[src/rtl/ttt_pkg.sv]
// Shared tic-tac-toe definitions: FSM encoding, winner codes, win-line masks.
// Latency: n/a (constants only).
// Backpressure: n/a.
package ttt_pkg;

  typedef enum logic [2:0] {
    ST_IDLE   = 3'd0,
    ST_CHECK  = 3'd1,
    ST_COMMIT = 3'd2,
    ST_EVAL   = 3'd3,
    ST_DONE   = 3'd4
  } state_t;

  localparam logic [1:0] WIN_NONE = 2'b00;
  localparam logic [1:0] WIN_P1   = 2'b01;
  localparam logic [1:0] WIN_P2   = 2'b10;
  localparam logic [1:0] WIN_DRAW = 2'b11;

  localparam int CELLS = 9;

  // Index 0..2 rows, 3..5 columns, 6..7 diagonals; bit i = cell i, row-major.
  localparam logic [7:0][8:0] WIN_LINES = {
    9'h054,  // diagonal 2,4,6
    9'h111,  // diagonal 0,4,8
    9'h124,  // column 2,5,8
    9'h092,  // column 1,4,7
    9'h049,  // column 0,3,6
    9'h1C0,  // row 6,7,8
    9'h038,  // row 3,4,5
    9'h007   // row 0,1,2
  };

endpackage

[src/rtl/board_state_win_detect.sv]
// Flags a completed row, column or diagonal on one player's occupancy board.
// Latency: combinational.
// Backpressure: none.
module win_detect
  import ttt_pkg::*;
(
  input  logic [8:0] board,
  output logic       win
);

  // OR of all eight full-line matches
  always_comb begin
    win = 1'b0;
    for (int i = 0; i < 8; i++) begin
      if ((board & WIN_LINES[i]) == WIN_LINES[i]) win = 1'b1;
    end
  end

endmodule

[src/rtl/board_state.sv]
// Tic-tac-toe board: validates button presses, commits marks, detects win/draw.
// Latency: press edge -> accept/reject visible 2 cycles later, result 3 cycles later.
// Backpressure: none; presses outside IDLE/DONE are dropped. Option: BOARD_STATE_RESTART_EN adds new_game.
module board_state
  import ttt_pkg::*;
#(
  parameter bit FIRST_MARK_X = 1'b1
) (
  input  logic       clk,
  input  logic       clr_n,
  input  logic       enter,
  input  logic [3:0] cell_sel,
  input  logic       player_turn,
`ifdef BOARD_STATE_RESTART_EN
  input  logic       new_game,
`endif
  output logic       move_accept,
  output logic       move_reject,
  output logic [8:0] board_x,
  output logic [8:0] board_o,
  output logic [3:0] move_count,
  output logic       game_over,
  output logic [1:0] winner
);

  state_t     state;
  logic       enter_q;
  logic       armed;      // enter has been seen low since reset
  logic [3:0] cell_q;
  logic       turn_q;
  logic       mark_x_q;
  logic       press;
  logic       restart;
  logic [8:0] cell_mask;
  logic       cell_bad;
  logic [8:0] mover_board;
  logic       line_win;

  assign press = enter & ~enter_q & armed;

`ifdef BOARD_STATE_RESTART_EN
  assign restart = new_game & ((state == ST_IDLE) | (state == ST_DONE));
`else
  assign restart = 1'b0;
`endif

  // Out-of-range indices yield an empty mask, which is then treated as illegal.
  assign cell_mask   = (cell_q < 4'(CELLS)) ? (9'd1 << cell_q) : 9'd0;
  assign cell_bad    = (cell_mask == 9'd0) | (|((board_x | board_o) & cell_mask));
  assign mover_board = mark_x_q ? board_x : board_o;

  win_detect u_win_detect (
    .board (mover_board),
    .win   (line_win)
  );

  // Move FSM; the win/draw decision is registered at the end of COMMIT so it
  // is already visible while the FSM sits in EVAL.
  always_ff @(posedge clk or negedge clr_n) begin
    if (!clr_n) begin
      state       <= ST_IDLE;
      enter_q     <= 1'b0;
      armed       <= 1'b0;
      cell_q      <= 4'd0;
      turn_q      <= 1'b0;
      mark_x_q    <= 1'b0;
      move_accept <= 1'b0;
      move_reject <= 1'b0;
      board_x     <= 9'd0;
      board_o     <= 9'd0;
      move_count  <= 4'd0;
      game_over   <= 1'b0;
      winner      <= WIN_NONE;
    end else begin
      enter_q     <= enter;
      armed       <= armed | ~enter;
      move_accept <= 1'b0;
      move_reject <= 1'b0;
      if (restart) begin
        board_x    <= 9'd0;
        board_o    <= 9'd0;
        move_count <= 4'd0;
        game_over  <= 1'b0;
        winner     <= WIN_NONE;
        state      <= ST_IDLE;
      end else begin
        case (state)
          ST_IDLE: begin
            if (press) begin
              cell_q   <= cell_sel;
              turn_q   <= player_turn;
              mark_x_q <= ~((~player_turn) ^ FIRST_MARK_X);
              state    <= ST_CHECK;
            end
          end
          ST_CHECK: begin
            if (cell_bad) begin
              move_reject <= 1'b1;
              state       <= ST_IDLE;
            end else begin
              move_accept <= 1'b1;
              if (mark_x_q) board_x <= board_x | cell_mask;
              else          board_o <= board_o | cell_mask;
              move_count  <= move_count + 4'd1;
              state       <= ST_COMMIT;
            end
          end
          ST_COMMIT: begin
            // Line check first so a winning ninth move never reads as a draw.
            if (line_win) begin
              winner    <= turn_q ? WIN_P2 : WIN_P1;
              game_over <= 1'b1;
            end else if (move_count == 4'(CELLS)) begin
              winner    <= WIN_DRAW;
              game_over <= 1'b1;
            end
            state <= ST_EVAL;
          end
          ST_EVAL: begin
            state <= game_over ? ST_DONE : ST_IDLE;
          end
          ST_DONE: begin
            if (press) move_reject <= 1'b1;
          end
          default: state <= ST_IDLE;
        endcase
      end
    end
  end

endmodule

[config.mk]
export PLATFORM = sky130hd
export DESIGN_NAME = board_state
export DESIGN_NICKNAME = d
export VERILOG_FILES = /design/src/rtl/ttt_pkg.sv /design/src/rtl/board_state_win_detect.sv /design/src/rtl/board_state.sv
export SDC_FILE = /design/constraint.sdc
export NUM_CORES = 1
export LEC_CHECK = 0
export CORE_MARGIN = 5
export CORE_UTILIZATION = 45
export CTS_CLUSTER_DIAMETER = 60
export CTS_CLUSTER_SIZE = 24
export DETAILED_ROUTE_END_ITERATION = 12
export PLACE_DENSITY = 0.82
export SYNTH_ARGS = -nofsm -noshare
export SYNTH_HDL_FRONTEND = slang
export SYNTH_SLANG_ARGS = --single-unit
[constraint.sdc]
create_clock -name clk -period 1.9 [get_ports clk]
set_clock_uncertainty 0.1 [all_clocks]
set_input_delay 0.38 -clock clk [delete_from_list [all_inputs] [get_ports clk]]
set_output_delay 0.38 -clock clk [all_outputs]
set_load 0.1 [all_outputs]
==> impl_results.md <==
- Sequential fraction of the synthesis area: between 50% and 60%
- Share of layout cells above drive strength 1: 47.51%
- Diodes inserted: 0
- Vias in the first global route: 1714
- First-pass GRT wire length: approximately 8300 um
- Routed Antenna Nets: 0
- Die X: between 70 and 80 um
- PortBufs: 34
- Min-Delay Path Class: input port to asynchronous set/reset pin
- Total grt overflow: 0
- Number of remaining DRC errors: 0
- CP Launch Point: board_o[0]
- Die Height: approximately 73 um
- Drt wl/cell: between 15 and 20 um
- Post-synth top cells: dfrtp_1, nor2_1, a31o_1
- Netlist cell types: between 40 and 50
- Placed insts: around 250
- Initial core utilization: 45.64%
- Kind of critical path: register to register
- DR WL met2: between 2000 and 3000 um
- Syn Area/Cell: approximately 11 um^2
- Worst R2R End: move_reject
- Multiplexer share of the synthesized area: 4.242%
- First-pass detailed-route iteration total: 5
- Mapped Cells: 159
- Crit path launch type: register
- Synth top area cells: dfrtp_1, a31o_1, a41o_1
- Vias/cell: between 6 and 7
- Rows: 23
- Failing checks: setup timing
- DPL Wire Length: ~3400 um
- Main combinational cell family by area after synthesis: compound AO/OA/AOI/OAI gates
- Worst-Skew Late Latency: slightly below 0.3 ns
- Worst R2R Setup Slack: -0.06 ns
- Total length of routed wires: 5391 um
- Xor and xnor area share after synthesis: 1.878%
- Post-Synth Simple-Gate Area: between 15 and 20%
- Core area: 3943 um^2
- Crit share post-route: 103.4%
- Adder-cell share of the synthesized area: under 10%
- Max_slew headroom: a little under three fifths
- Final TNS setup: -0.4711 ns
- RSZ-0062 raised after global routing: true
- Full die area: between 5000 and 6000 um^2
- Reg-to-Reg Start: board_o[0]
- Metal3 WL: 387 um
- Post-synth top flop: dfrtp_1
- Compound-Gate Fraction of Synth Area: about a fifth
- Cell Count, Final, Fillers Out: 271
- Synth-to-Final Area Change: 57.79%
- Mapped Nets: 169
- Final hold slack: around 0.018 ns
- Outcome: finished with violations
- Synth area leader: dfrtp_1
- Minimum clock period: approximately 2 ns
- H-tree Lvls: 2
- Clock sinks: 38
- Total CTS buffers: 5
- CP Data Required Time: approximately 2.0 ns
- Yosys warning total: 0
- # IOs: 35
- DR vias: 1678
- Layout Nets: 230
- Wl on met1: about 2100 um
- DR iter-0 viols: 218
- Buffer depth of the longest clock path: 2
- Setup violators final: 18
- Reg2reg path depth: 6
- RePlAce Congestion: between 0.8 and 0.9
- Fmax: 509.0 MHz
- Worst-path clk slew: ~0.070 ns
- Post-synth EDFFs: 0
- Final Hold Viols: 0
- Worst-Margin Slew: 0.6703 ns
- CTS Hold Bufs: 0
- #FFs+latches synth: 38
- Top routing layer used: met4
- CP Max Fanout: 5
- TritonCTS clock tree: done
- Async S/R FF share, synth: between 90% and 100%
- Most common cell in the netlist: dfrtp_1
- Largest net degree at the start of global routing: 32
- Share of the synthesized area in the top cell type: 52.85%
- Setup WS pre-CTS: -0.02960 ns
- Root Buffer: clkbuf_8
- Crit path DAT: 2.04 ns
- Crit. End Element: register
- Fin. max-slew vios: 0
- Max Cap Viol: 0
- Global Route Usage Sum: 20.68%
- Final Worst Setup Slack: -0.06463 ns
- Post-Syn Area: 1799 um^2
- Initial antenna violation count: 0
worst max path at each step:
stage / endpoint / slack (ns) / depth (start not counted)
after detailed placement: move_count[1] / -0.03 / 5
after global routing: move_reject / -0.16 / 6
after global placement: cell_q[1] / 0.02 / 4
after floorplan: move_count[1] / -0.09 / 6
after CTS: move_reject / 0.006 / 6
final: move_reject / -0.06 / 6
logic make-up (layout without fill, tap and decap cells):
| family | after synthesis | count (layout) |
|---|---|---|
| AOI/OAI and AO/OA | 39 | 39 |
| xor gates and xnor gates | 3 | 3 |
| DFF | 38 | 38 |
| buffers and inverters | 11 | 70 |
| adders and majority gates | 2 | 2 |
| muxes | 7 | 7 |
| and+or+nand+nor | 59 | 62 |
area by class of cell:
type | count | area (um^2)
Tap cell | 50 | 62.56
Sequential cell | 38 | 991.0
Clock buffer | 7 | 86.33
Clock inverter | 1 | 5.005
Multi-Input combinational cell | 113 | 897.1
Timing Repair Buffer | 57 | 778.2
Fill cell | 229 | 1104
Inverter | 5 | 18.77
placed cells by master (no fill, tap or decap), types with 2 or more instances in the layout:
cell type / count
a222oi_1: 2
dfrtp_2: 17
nand3b_1: 3
buf_4: 23
mux2i_1: 2
dfrtp_4: 5
mux2_2: 5
a31o_1: 13
nor3_2: 2
nor3_4: 2
clkdlybuf4s50_1: 6
clkbuf_8: 6
nand2_1: 11
a211oi_2: 2
and3_4: 3
ha_1: 2
a41o_1: 6
inv_1: 5
nor3_1: 6
and3_2: 2
nand3_1: 2
dfrtp_1: 16
nor3b_1: 3
nor2_1: 15
a21oi_1: 3
nand2b_1: 3
buf_12: 27
a22o_1: 6
xnor2_1: 2
state kept, by name (all words and copies together), names as in the netlist:
signal and flops:
move_count 4, mark_x_q 1, board_o 9, armed 1, board_x 9, winner 2
turn_q 1, move_reject 1, state 3, move_accept 1, cell_q 4, game_over 1
enter_q 1
what timing repair did:
item                                   4_1_cts  5_1_grt
resized for setup                            3       11
setup endpoints to repair                   19       26
gates cloned                                 2        1
pin swaps                                    4        9
endpoints found under the hold margin        0        0
buffers inserted                             5        2
through the flow:
| step | instance area (um^2) | util [%] |
|---|---|---|
| after detailed placement | 2608 | 66.14 |
| after global routing | 2839 | 72.01 |
| after global placement | 2608 | 66.14 |
| after floorplan | 1866 | - |
| after CTS | 2760 | 70.01 |
| final | 2839 | 72.01 |
layer usage:
metal	global-route usage (%)	vias up
met5	0	-
met4	9.426	0
met3	5.234	18
met2	32.37	82
met1	26.86	848
li1	-	730
worst max-delay path, stage by stage (launching register included):
cell and delay [ns]:
dfrtp_4 0.52, nor3_4 0.23, o32ai_2 0.13, a221oi_4 0.38, buf_4 0.18, nand3b_1 0.08
a31o_1 0.23
Power is left out: the tool's default activity adds up to more than one toggle a clock period on the data nets, which glitch-free logic cannot reach.
